File: src/rtl/uart_tx_arbiter_if.sv
// Requester and uart_tx handshake bundle for uart_tx_arbiter.
// The slave modport is the arbiter's view; master is the surrounding logic.
interface uart_tx_arbiter_if #(
  parameter int N_REQ = 4
);
  logic [N_REQ-1:0]   i_req_valid;
  logic [8*N_REQ-1:0] i_req_data;
  logic [N_REQ-1:0]   i_req_last;
  logic [N_REQ-1:0]   o_req_ready;
  logic [7:0]         o_tx_data;
  logic               o_tx_valid;
  logic               i_tx_ready;
  logic [N_REQ-1:0]   o_grant;
  logic               o_busy;
  logic               o_timeout;

  modport slave (
    input  i_req_valid, i_req_data, i_req_last, i_tx_ready,
    output o_req_ready, o_tx_data, o_tx_valid, o_grant, o_busy, o_timeout
  );

  modport master (
    output i_req_valid, i_req_data, i_req_last, i_tx_ready,
    input  o_req_ready, o_tx_data, o_tx_valid, o_grant, o_busy, o_timeout
  );
endinterface

File: src/rtl/uart_tx_arbiter.sv
// Packet-level round-robin arbiter sharing one uart_tx among N_REQ byte streams,
// with an output holding register and an inactivity watchdog on the owner.
module uart_tx_arbiter #(
  parameter int N_REQ       = 4,
  parameter int TIMEOUT_CYC = 250000
) (
  input logic              i_clk25MHz,
  input logic              i_reset,
  uart_tx_arbiter_if.slave bus
);
  localparam int GW = $clog2(N_REQ);
  localparam int CW = $clog2(TIMEOUT_CYC + 1);

  localparam logic [0:0] ST_IDLE = 1'b0;
  localparam logic [0:0] ST_XFER = 1'b1;

  logic [0:0]       state;
  logic [GW-1:0]    last_grant;
  logic [N_REQ-1:0] grant;
  logic             hold_full;
  logic [7:0]       hold_data;
  logic [CW-1:0]    wd_cnt;
  logic             timeout;

  logic [GW-1:0]    winner;
  logic [GW:0]      cand;
  logic             any_req;
  logic             slot_ready;
  logic             g_valid;
  logic             g_last;
  logic [7:0]       g_data;
  logic             accept;
  logic             idle_tick;
  logic             wd_expire;

  // Walk offsets from the far end inward so the requester nearest to
  // last_grant+1 is written last and wins.
  // NOTE: every variable assigned in always_comb gets a default first, otherwise a latch is inferred.
  always_comb begin
    winner = last_grant;
    cand   = '0;
    for (int i = N_REQ; i >= 1; i--) begin
      cand = (GW+1)'(last_grant) + (GW+1)'(i);
      if (cand >= (GW+1)'(N_REQ)) cand = cand - (GW+1)'(N_REQ);
      if (bus.i_req_valid[cand[GW-1:0]]) winner = cand[GW-1:0];
    end
  end

  assign any_req = |bus.i_req_valid;

  // last_grant doubles as the owner index while in XFER.
  assign g_valid    = bus.i_req_valid[last_grant];
  assign g_last     = bus.i_req_last[last_grant];
  assign g_data     = bus.i_req_data[{last_grant, 3'b000} +: 8];
  assign slot_ready = (state == ST_XFER) && (!hold_full || bus.i_tx_ready);
  assign accept     = slot_ready && g_valid;
  assign idle_tick  = slot_ready && !g_valid;
  // Counter is at LIMIT-1 and this idle cycle would make it reach the limit.
  assign wd_expire  = idle_tick && (wd_cnt == CW'(TIMEOUT_CYC - 1));

  assign bus.o_req_ready = slot_ready ? grant : '0;
  assign bus.o_tx_valid  = hold_full;
  assign bus.o_tx_data   = hold_data;
  assign bus.o_grant     = grant;
  assign bus.o_busy      = (state == ST_XFER) || hold_full;
  assign bus.o_timeout   = timeout;

  // NOTE: sequential state uses non-blocking assignments so every flop samples pre-edge values.
  always_ff @(posedge i_clk25MHz) begin
    if (i_reset) begin
      state      <= ST_IDLE;
      last_grant <= GW'(N_REQ - 1);
      grant      <= '0;
      hold_full  <= 1'b0;
      // NOTE: the data register is reset too because o_tx_data must read 0 out of reset.
      hold_data  <= 8'h00;
      wd_cnt     <= '0;
      timeout    <= 1'b0;
    end else begin
      timeout <= 1'b0;

      if (accept) begin
        hold_data <= g_data;
        hold_full <= 1'b1;
      end else if (hold_full && bus.i_tx_ready) begin
        hold_full <= 1'b0;
      end

      if (state == ST_IDLE) begin
        wd_cnt <= '0;
        if (any_req) begin
          state      <= ST_XFER;
          last_grant <= winner;
          grant      <= N_REQ'(1) << winner;
        end
      end else begin
        if (accept) begin
          wd_cnt <= '0;
          if (g_last) begin
            state <= ST_IDLE;
            grant <= '0;
          end
        end else if (wd_expire) begin
          // Offender stays in last_grant so it is searched last next round.
          state   <= ST_IDLE;
          grant   <= '0;
          wd_cnt  <= '0;
          timeout <= 1'b1;
        end else if (idle_tick) begin
          wd_cnt <= wd_cnt + CW'(1);
        end
      end
    end
  end
endmodule
File: src/flat_wrapper.sv
// flat-port wrapper written by rule: the top's interface ports become plain ports
module uart_tx_arbiter_flat 
#(
  parameter int N_REQ       = 4,
  parameter int TIMEOUT_CYC = 250000
)
  (i_clk25MHz, i_reset, bus_i_req_valid, bus_i_req_data, bus_i_req_last, bus_i_tx_ready, bus_o_req_ready, bus_o_tx_data, bus_o_tx_valid, bus_o_grant, bus_o_busy, bus_o_timeout);
  uart_tx_arbiter_if #(.N_REQ(N_REQ)) bus_i ();
  input logic i_clk25MHz;
  input logic i_reset;
  input wire logic [$bits(bus_i.i_req_valid)-1:0] bus_i_req_valid;
  input wire logic [$bits(bus_i.i_req_data)-1:0] bus_i_req_data;
  input wire logic [$bits(bus_i.i_req_last)-1:0] bus_i_req_last;
  input wire logic [$bits(bus_i.i_tx_ready)-1:0] bus_i_tx_ready;
  output wire logic [$bits(bus_i.o_req_ready)-1:0] bus_o_req_ready;
  output wire logic [$bits(bus_i.o_tx_data)-1:0] bus_o_tx_data;
  output wire logic [$bits(bus_i.o_tx_valid)-1:0] bus_o_tx_valid;
  output wire logic [$bits(bus_i.o_grant)-1:0] bus_o_grant;
  output wire logic [$bits(bus_i.o_busy)-1:0] bus_o_busy;
  output wire logic [$bits(bus_i.o_timeout)-1:0] bus_o_timeout;
  assign bus_i.i_req_valid = bus_i_req_valid;
  assign bus_i.i_req_data = bus_i_req_data;
  assign bus_i.i_req_last = bus_i_req_last;
  assign bus_i.i_tx_ready = bus_i_tx_ready;
  assign bus_o_req_ready = bus_i.o_req_ready;
  assign bus_o_tx_data = bus_i.o_tx_data;
  assign bus_o_tx_valid = bus_i.o_tx_valid;
  assign bus_o_grant = bus_i.o_grant;
  assign bus_o_busy = bus_i.o_busy;
  assign bus_o_timeout = bus_i.o_timeout;
  uart_tx_arbiter #(.N_REQ(N_REQ), .TIMEOUT_CYC(TIMEOUT_CYC)) u_core (.i_clk25MHz(i_clk25MHz), .i_reset(i_reset), .bus(bus_i));
endmodule
File: config.mk
export PLATFORM = sky130hd
export DESIGN_NAME = uart_tx_arbiter_flat
export DESIGN_NICKNAME = d
export VERILOG_FILES = /design/src/rtl/uart_tx_arbiter_if.sv /design/src/rtl/uart_tx_arbiter.sv /design/src/flat_wrapper.sv
export SDC_FILE = /design/constraint.sdc
export NUM_CORES = 1
export LEC_CHECK = 0
export CAP_MARGIN = 20
export CORE_MARGIN = 2
export CORE_UTILIZATION = 40
export DETAILED_ROUTE_END_ITERATION = 7
export DONT_BUFFER_PORTS = 1
export PLACE_DENSITY_LB_ADDON = 0.3
export SYNTH_ARGS = -nofsm -noshare
export SYNTH_HDL_FRONTEND = slang
export SYNTH_SLANG_ARGS = --single-unit
File: constraint.sdc
create_clock -name i_clk25MHz -period 2.71 [get_ports i_clk25MHz]
set_input_delay 0.271 -clock i_clk25MHz [delete_from_list [all_inputs] [get_ports i_clk25MHz]]
set_output_delay 0.271 -clock i_clk25MHz [all_outputs]
set_load 0.02 [all_outputs]
==> summary.md, run 1 <==
| Metric | Value |
|---|---|
| Num ports | 62 |
| Nature of the critical path endpoint | flop |
| Post-Syn Nets | roughly 250 |
| Worst setup startpoint | u_core.last_grant[1] |
| Initial DRT Pass Iterations | 4 |
| Reg clk slew, reported paths | around 0.07 ns |
| Final period util | between 80% and 90% |
| Synth warnings | 0 |
| Lkg Pwr | between 0.6 and 0.7 nW |
| Largest cells by area after synthesis | dfxtp_1 38%, mux4_2 12%, a21oi_1 6.7%, nand2_1 5.0%, or3_1 3.3% |
| Switch Pwr | 336 uW |
| Sw Ratio | between 20% and 30% |
| Slew @ Worst Pin | approximately 0.42 ns |
| Internal | roughly 900 uW |
| Wire length per cell | roughly 15 um |
| DRC | 0 |
| CTS Hold Bufs | 0 |
| Rows | 24 |
| Routed Antenna Nets | 0 |
| Met3 usage | ~4.3% |
| Via count | between 1.5k and 2k |
| Max_cap viols | 0 |
| Synth Flop Type | dfxtp_1 |
| Routed WL | 3830 um |
| Logic gate share of total power | 15.1% |
| Seq pwr share | a little under half |
| N_diodes | 0 |
| Reg2Reg Depth | 4 |
| Crit start category | flop |
| Met1 GRT Util | between 20% and 30% |
| Crit path max fanout | 15 |
| Clock tree buffer depth | 2 |
| Worst Hold Class | input port to flop |
| Layout cells sized above 1 | between 10% and 20% |
| Post-Syn Instances | 208 |
| Nets@finish | between 200 and 250 |
| Post-synth top area cell | dfxtp_1 |
| Outcome | complete, no violations |
| Synth cell types | 43 |
| CTS H-tree lvls | 2 |
| Slew Limit Fails | 0 |
| DP Worst Slack | 0.366 ns |
| GRT Total Usage | around 16% |
| Post-route minimum period | between 2 and 2.5 ns |
| Detailed placement HPWL | approximately 3000 um |
| Met2 Use GR | between 20% and 30% |
| Hold Path Depth | 1 |
| Crit path kind | flop to flop |
| Initial antenna violation count | 0 |
| Layout area overhead | 7.70% |
| Flops & latches, synth | 35 |
| Skew-Pair Late Insertion Delay | 0.29 ns |
| Synth Area per Inst | approximately 9.0 um^2 |
| GPL Wtd Cong | 0.811 |
| Busiest grt layer | met2 |
| Fmax | 0.425 GHz |
| Critical Path RT | slightly below 3 ns |
| Most common cell in the netlist | dfxtp_1 |
| Total congestion overflow | 0 |
| Finish-stage setup viols | 0 |
| Die area | between 5000 and 6000 um^2 |
| TritonCTS clock tree | yes |
| Worst setup margin | about 0.36 ns |
| Worst EP arrival | between 2 and 3 ns |
| Vias per std cell | about 6 |
| Synth Cell Area | roughly 1900 um^2 |
| Slew headroom | a little under three quarters |
| Final Skew | 0.00375 ns |
| Commonest cells in the netlist | 35 x dfxtp_1, 25 x a21oi_1, 25 x nand2_1 |
| CTS Sinks | 35 |
| R2R Path Start | u_core.last_grant[1] |
| CTS resizes | 0 |
| Post-synthesis sequential area ratio | a little under two fifths |
| IO buf count | 0 |
| First DRT Iteration DRCs | 52 |
| Initial core utilization | around 42% |
| Final count of hold timing violations | 0 |
| Die width | 72.3 um |
| Vias in the first global route | 1,376 |
| Clock power frac | a little under two fifths |
| Die Ht | just over 70 um |
| Async S/R FF share, synth | 0% |
| Share of the synthesized area in the top cell type | 37.5% |
| Sum Neg Setup Slack | 0 ns |
| Largest net degree at the start of global routing | 19 |
| Cts bufs inserted | 5 |
| Hold_sp | i_reset |
| Core area | ~4400 um^2 |
| RSZ-0062 raised after global routing | false |
| VDD IR-drop max | 0.000250 V |
| CTS root buf | clkbuf_8 |
| Postcts setup bufs | 0 |
| Post-synth EDFFs | 0 |
| Power per cell area | 616 nW/um^2 |
| First-pass GRT wire length | between 6000 and 7000 um |
## final timing paths
kind	end	slack (ns)
setup / recovery	u_core.wd_cnt[15]	0.36
setup reg to reg	u_core.wd_cnt[15]	0.36
hold / removal	u_core.bus.o_tx_valid	0.04
hold reg to reg	u_core.wd_cnt[17]	0.47
## layout make-up
class / count / area, um^2
Inverter: 7 / 26.3
Sequential cell: 35 / 701
Tap cell: 52 / 65.1
Fill cell: 425 / 2400
Clock inverter: 3 / 43.8
Clock buffer: 5 / 68.8
Multi-Input combinational cell: 152 / 1080
Timing Repair Buffer: 4 / 30.0
## metal layers
| layer | vias to the layer above | part of all wire (%) | wire length (um) |
|---|---|---|---|
| li1 | 778 | - | - |
| met1 | 693 | 46 | 1770 |
| met2 | 31 | 48 | 1830 |
| met3 | 7 | 4.7 | 179 |
| met4 | 0 | 1.3 | 49 |
| met5 | - | 0 | 0 |
## worst max-delay path: stages, from the launching register on
cell,delay [ns]
dfxtp_1,0.36
mux4_2,0.58
or4_1,0.71
or4_1,0.47
a21oi_1,0.16
## through the flow
stage	instance area (um^2)	utilization, %	total power [mW]	cells	hold slack (ns)
finish	2010	45.6	1.24	258	0.0431
detailed placement	1900	43.0	0.786	250	0.345
global route	2010	45.6	1.31	258	0.0178
global placement	1900	43.0	0.784	250	0.343
floorplan	1870	-	0.757	208	0.407
CTS	2010	45.6	1.26	258	0.0326
## cells in the final DEF (no fill, tap or decap), types with 2 or more instances in the layout
cell      Yosys  final
o31ai_1       6      6
nor2_1        5      5
inv_1         7      7
mux4_2       10     10
clkbuf_8      0      5
or2_2         2      2
dfxtp_1      35     35
nand3_1       6      6
and3_1        7      7
o21ai_0      10     10
or4_1         6      6
xnor2_1       2      2
nor4_1        2      2
buf_4         0      4
nor3_1        2      2
nor4b_1       2      2
nand2_1      25     25
a21oi_1      25     25
o211ai_1      3      3
nand2b_1      3      3
or3_1        10     10
nand4_1       3      3
a32o_1        4      4
mux2i_1       2      2
## registers in the layout, summed over array words and instances (netlist names)
name and count:
u_core.bus.o_timeout 1, u_core.last_grant 2, u_core.wd_cnt 18, u_core.bus.o_grant 4, u_core.state 1, u_core.bus.o_tx_data 8, u_core.bus.o_tx_valid 1
## power groups by stage
stage	registers (mW)	clock network, mW	logic (mW)
after detailed placement	0.597	0	0.189
final	0.584	0.468	0.187
after CTS	0.585	0.483	0.189
after floorplan	0.586	0	0.171
after global routing	0.588	0.510	0.210
after global placement	0.596	0	0.188
## cell families (layout without fill, tap and decap cells)
kind of cell | after synthesis | count (layout) | share of synthesized area, %
DFF | 35 | 35 | 37.5
muxes | 12 | 12 | 13.1
adders and majority gates | 1 | 1 | 0.670
AOI/OAI and AO/OA | 55 | 55 | 18.4
and+or+nand+nor | 82 | 82 | 24.6
buffers and inverters | 21 | 19 | 4.82
xor gates and xnor gates | 2 | 2 | 0.938
(Power assumes the default switching activity.)
==> run 2, diff against run 1 <==
--- a/config.mk
+++ b/config.mk
@@ -8,6 +8,7 @@
 export CAP_MARGIN = 20
 export CORE_MARGIN = 2
 export CORE_UTILIZATION = 40
+export CTS_CLUSTER_SIZE = 24
 export DETAILED_ROUTE_END_ITERATION = 7
 export DONT_BUFFER_PORTS = 1
 export PLACE_DENSITY_LB_ADDON = 0.3
==> results of run 2 <==
Final layout, timing and power as in run 1 (identical DEF).
==> run 3, diff against run 2 <==
==> constraint.sdc (replaced) <==
create_clock -name i_clk25MHz -period 2.23 [get_ports i_clk25MHz]
set_input_delay 0.223 -clock i_clk25MHz [delete_from_list [all_inputs] [get_ports i_clk25MHz]]
set_output_delay 0.223 -clock i_clk25MHz [all_outputs]
set_load 0.02 [all_outputs]
==> run 3 against run 2 <==
Net effect: register-to-register slack worse by 0.30 ns; die area unchanged; clock skew up 0.0062 ns; critical path depth up 1; critical endpoint is now u_core.wd_cnt[17]; largest power group unchanged.
==> summary.md, run 3 (synthesized netlist as in run 1, its figures left out) <==
| Metric | Value |
|---|---|
| Power per cell area | 690 nW/um^2 (+12%) |
| Die Ht | 72.3 um (unchanged) |
| Finish-stage setup viols | 0 (unchanged) |
| Lkg Pwr | 0.682 nW (+3.1%) |
| Logic gate share of total power | 18.5% (+3.4 points) |
| Switch Pwr | 425 uW (+26%) |
| Clock tree buffer depth | 2 (unchanged) |
| Hold_sp | i_reset |
| Fill cells | 438 (+3.1%) |
| Slowest-stage cell, CP | mux4_2 |
| TritonCTS clock tree | yes |
| DRC | 0 (unchanged) |
| Vias per std cell | 5.98 (+2.3%) |
| Delay-heaviest family, CP | simple AND/OR/NAND/NOR gates |
| Slew Limit Fails | 0 (unchanged) |
| IO buf count | 0 (unchanged) |
| Pwr Total | 1.42 mW (+15%) |
| Most common cell after layout, fill and taps aside | dfxtp_1 |
| Worst EP arrival | 2.40 ns (-0.17 ns) |
| DP Worst Slack | 0.0392 ns (-0.327 ns) |
| Initial antenna violation count | 0 (unchanged) |
| Slew @ Worst Pin | 0.453 ns (+0.0301 ns) |
| Most frequent cells in the layout | 34 x dfxtp_1, 25 x nand2_1, 24 x a21oi_1 |
| RSZ-0062 raised after global routing | false |
| Routed WL | 4190 um (+9.6%) |
| GRT Total Usage | 16.5% (+0.94 points) |
| Cts bufs inserted | 5 (unchanged) |
| Die width | 72.3 um (unchanged) |
| Core area | 4410 um^2 (unchanged) |
| Final period util | 97.6% (+11 points) |
| Cell Area, Placed | 1950 um^2 (+2.6%) |
| Final Skew | 0.00998 ns (+0.00623 ns) |
| Internal | 999 uW (+11%) |
| Wire length per cell | 15.9 um (+7.1%) |
| Worst Hold Class | input port to flop |
| Sw Ratio | 29.9% (+2.7 points) |
| Initial core utilization | 42.3% (unchanged) |
| Reg clk slew, reported paths | 0.08 ns (about the same) |
| Crit start category | flop |
| Final Cell Area | 2060 um^2 (+2.6%) |
| Skew-Pair Late Insertion Delay | 0.29 ns (about the same) |
| Worst path bufs/invs | 1 (+1) |
| Total congestion overflow | 0 (unchanged) |
| Final count of hold timing violations | 0 (unchanged) |
| Largest stage delay, worst path | 0.54 ns (-0.17 ns) |
| Placed insts | 255 (+2.0%) |
| Nets@finish | 255 (+2.4%) |
| Clock power frac | 32.3% (-5.5 points) |
| Multi-input gate area in the final layout | 1090 um^2 (+1.0%) |
| Crit path kind | flop to flop |
| Seq pwr share | 49.2% (+2.1 points) |
| CTS Sinks | 35 (unchanged) |
| Outcome | complete, no violations |
| Sum Neg Setup Slack | 0 ns (unchanged) |
| Most flop-heavy register | u_core.wd_cnt |
| Vias in the first global route | 1,463 (+6.3%) |
| GPL Wtd Cong | 0.788 (-2.9%) |
| Largest net degree at the start of global routing | 19 (unchanged) |
| Post-route minimum period | 2.18 ns (-0.179 ns) |
| Crit path max fanout | 15 (unchanged) |
| First DRT Iteration DRCs | 62 (+19%) |
| CTS H-tree lvls | 2 (unchanged) |
| Max reg flops | 18 (unchanged) |
| Detailed placement HPWL | 3090 um (+6.2%) |
| Die area | 5230 um^2 (unchanged) |
| Slew headroom | 69.5% (-2.0 points) |
| Rows | 24 (unchanged) |
| Fin cells | 264 (+2.3%) |
| Critical Path RT | 2.46 ns (-0.47 ns) |
| Worst setup margin | 0.0541 ns (-0.301 ns) |
| Fmax | 0.460 GHz (+8.2%) |
| Routed Antenna Nets | 0 (unchanged) |
| Num ports | 62 (unchanged) |
| CTS root buf | clkbuf_8 |
| Critical Path, Cell by Cell | mux4_2 > or4_1 > buf_6 > or4_4 > a21oi_2 |
| Initial DRT Pass Iterations | 4 (unchanged) |
| Via count | 1,579 (+4.6%) |
| Worst setup startpoint | u_core.last_grant[1] |
| Max_cap viols | 0 (unchanged) |
| Layout area overhead | 10.5% |
| Layout cells sized above 1 | 17.0% (+3.9 points) |
| VDD IR-drop max | 0.000407 V (+62%) |
| First-pass GRT wire length | 6780 um (+5.5%) |
| N_diodes | 0 (unchanged) |
| R2R Path Start | u_core.last_grant[1] |
| Nature of the critical path endpoint | flop |
| Storage cell area | 702 um^2 (+0.18%) |
## run 3: changes by cell type in the layout (fill, tap and decap cells not counted), sizes merged
cell         change
bufinv           -1
clkinvlp         +2
dlygate4sd3      +1
clkinv           -1
buf              +5
## run 3: power groups by stage
stage | Combinational (mW) | Sequential, mW | Clock [mW]
after floorplan | 0.208 | 0.712 | 0
after global placement | 0.257 | 0.715 | 0
after detailed placement | 0.260 | 0.716 | 0
after CTS | 0.265 | 0.701 | 0.471
after global routing | 0.289 | 0.706 | 0.501
final | 0.264 | 0.701 | 0.460
## run 3: timing repair
item / CTS / global route
setup buffers: 0 / 0
setup endpoints to repair: 0 / 18
resized for setup: 0 / 5
hold buffers: 1 / 0
hold endpoints to repair: 10 / 0
## run 3: worst paths after layout
| kind | to | slack [ns] | cells after the start |
|---|---|---|---|
| max | u_core.wd_cnt[17] | 0.05 | 5 |
| min | u_core.last_grant[0] | 0.09 | 2 |
| max reg2reg | u_core.wd_cnt[17] | 0.05 | 5 |
| min reg2reg | u_core.wd_cnt[2] | 0.49 | 2 |
## run 3: through the flow
stage	utilization [%]	hold WS, ns
finish	46.8	0.0863
global route	46.8	0.0906
CTS	46.4	0.0839
detailed placement	44.2	0.297
global placement	44.2	0.295
floorplan	-	0.359
## run 3: area by class of cell
class / count / area share [%]
multi-input combinational: 152 / 52.7
sequential: 35 / 34.0
timing repair buffer: 10 / 4.55
clock buffer: 5 / 3.33
tap: 52 / 3.15
inverter: 7 / 1.27
clock inverter: 3 / 0.970
## run 3: per-layer routing
layer	global-route usage (%)	part of all wire, %	wire (um)
met5	0	0	0
met2	24.7	47	1980
met3	5.00	4.7	199
met1	22.0	47	1960
met4	7.13	1.2	52
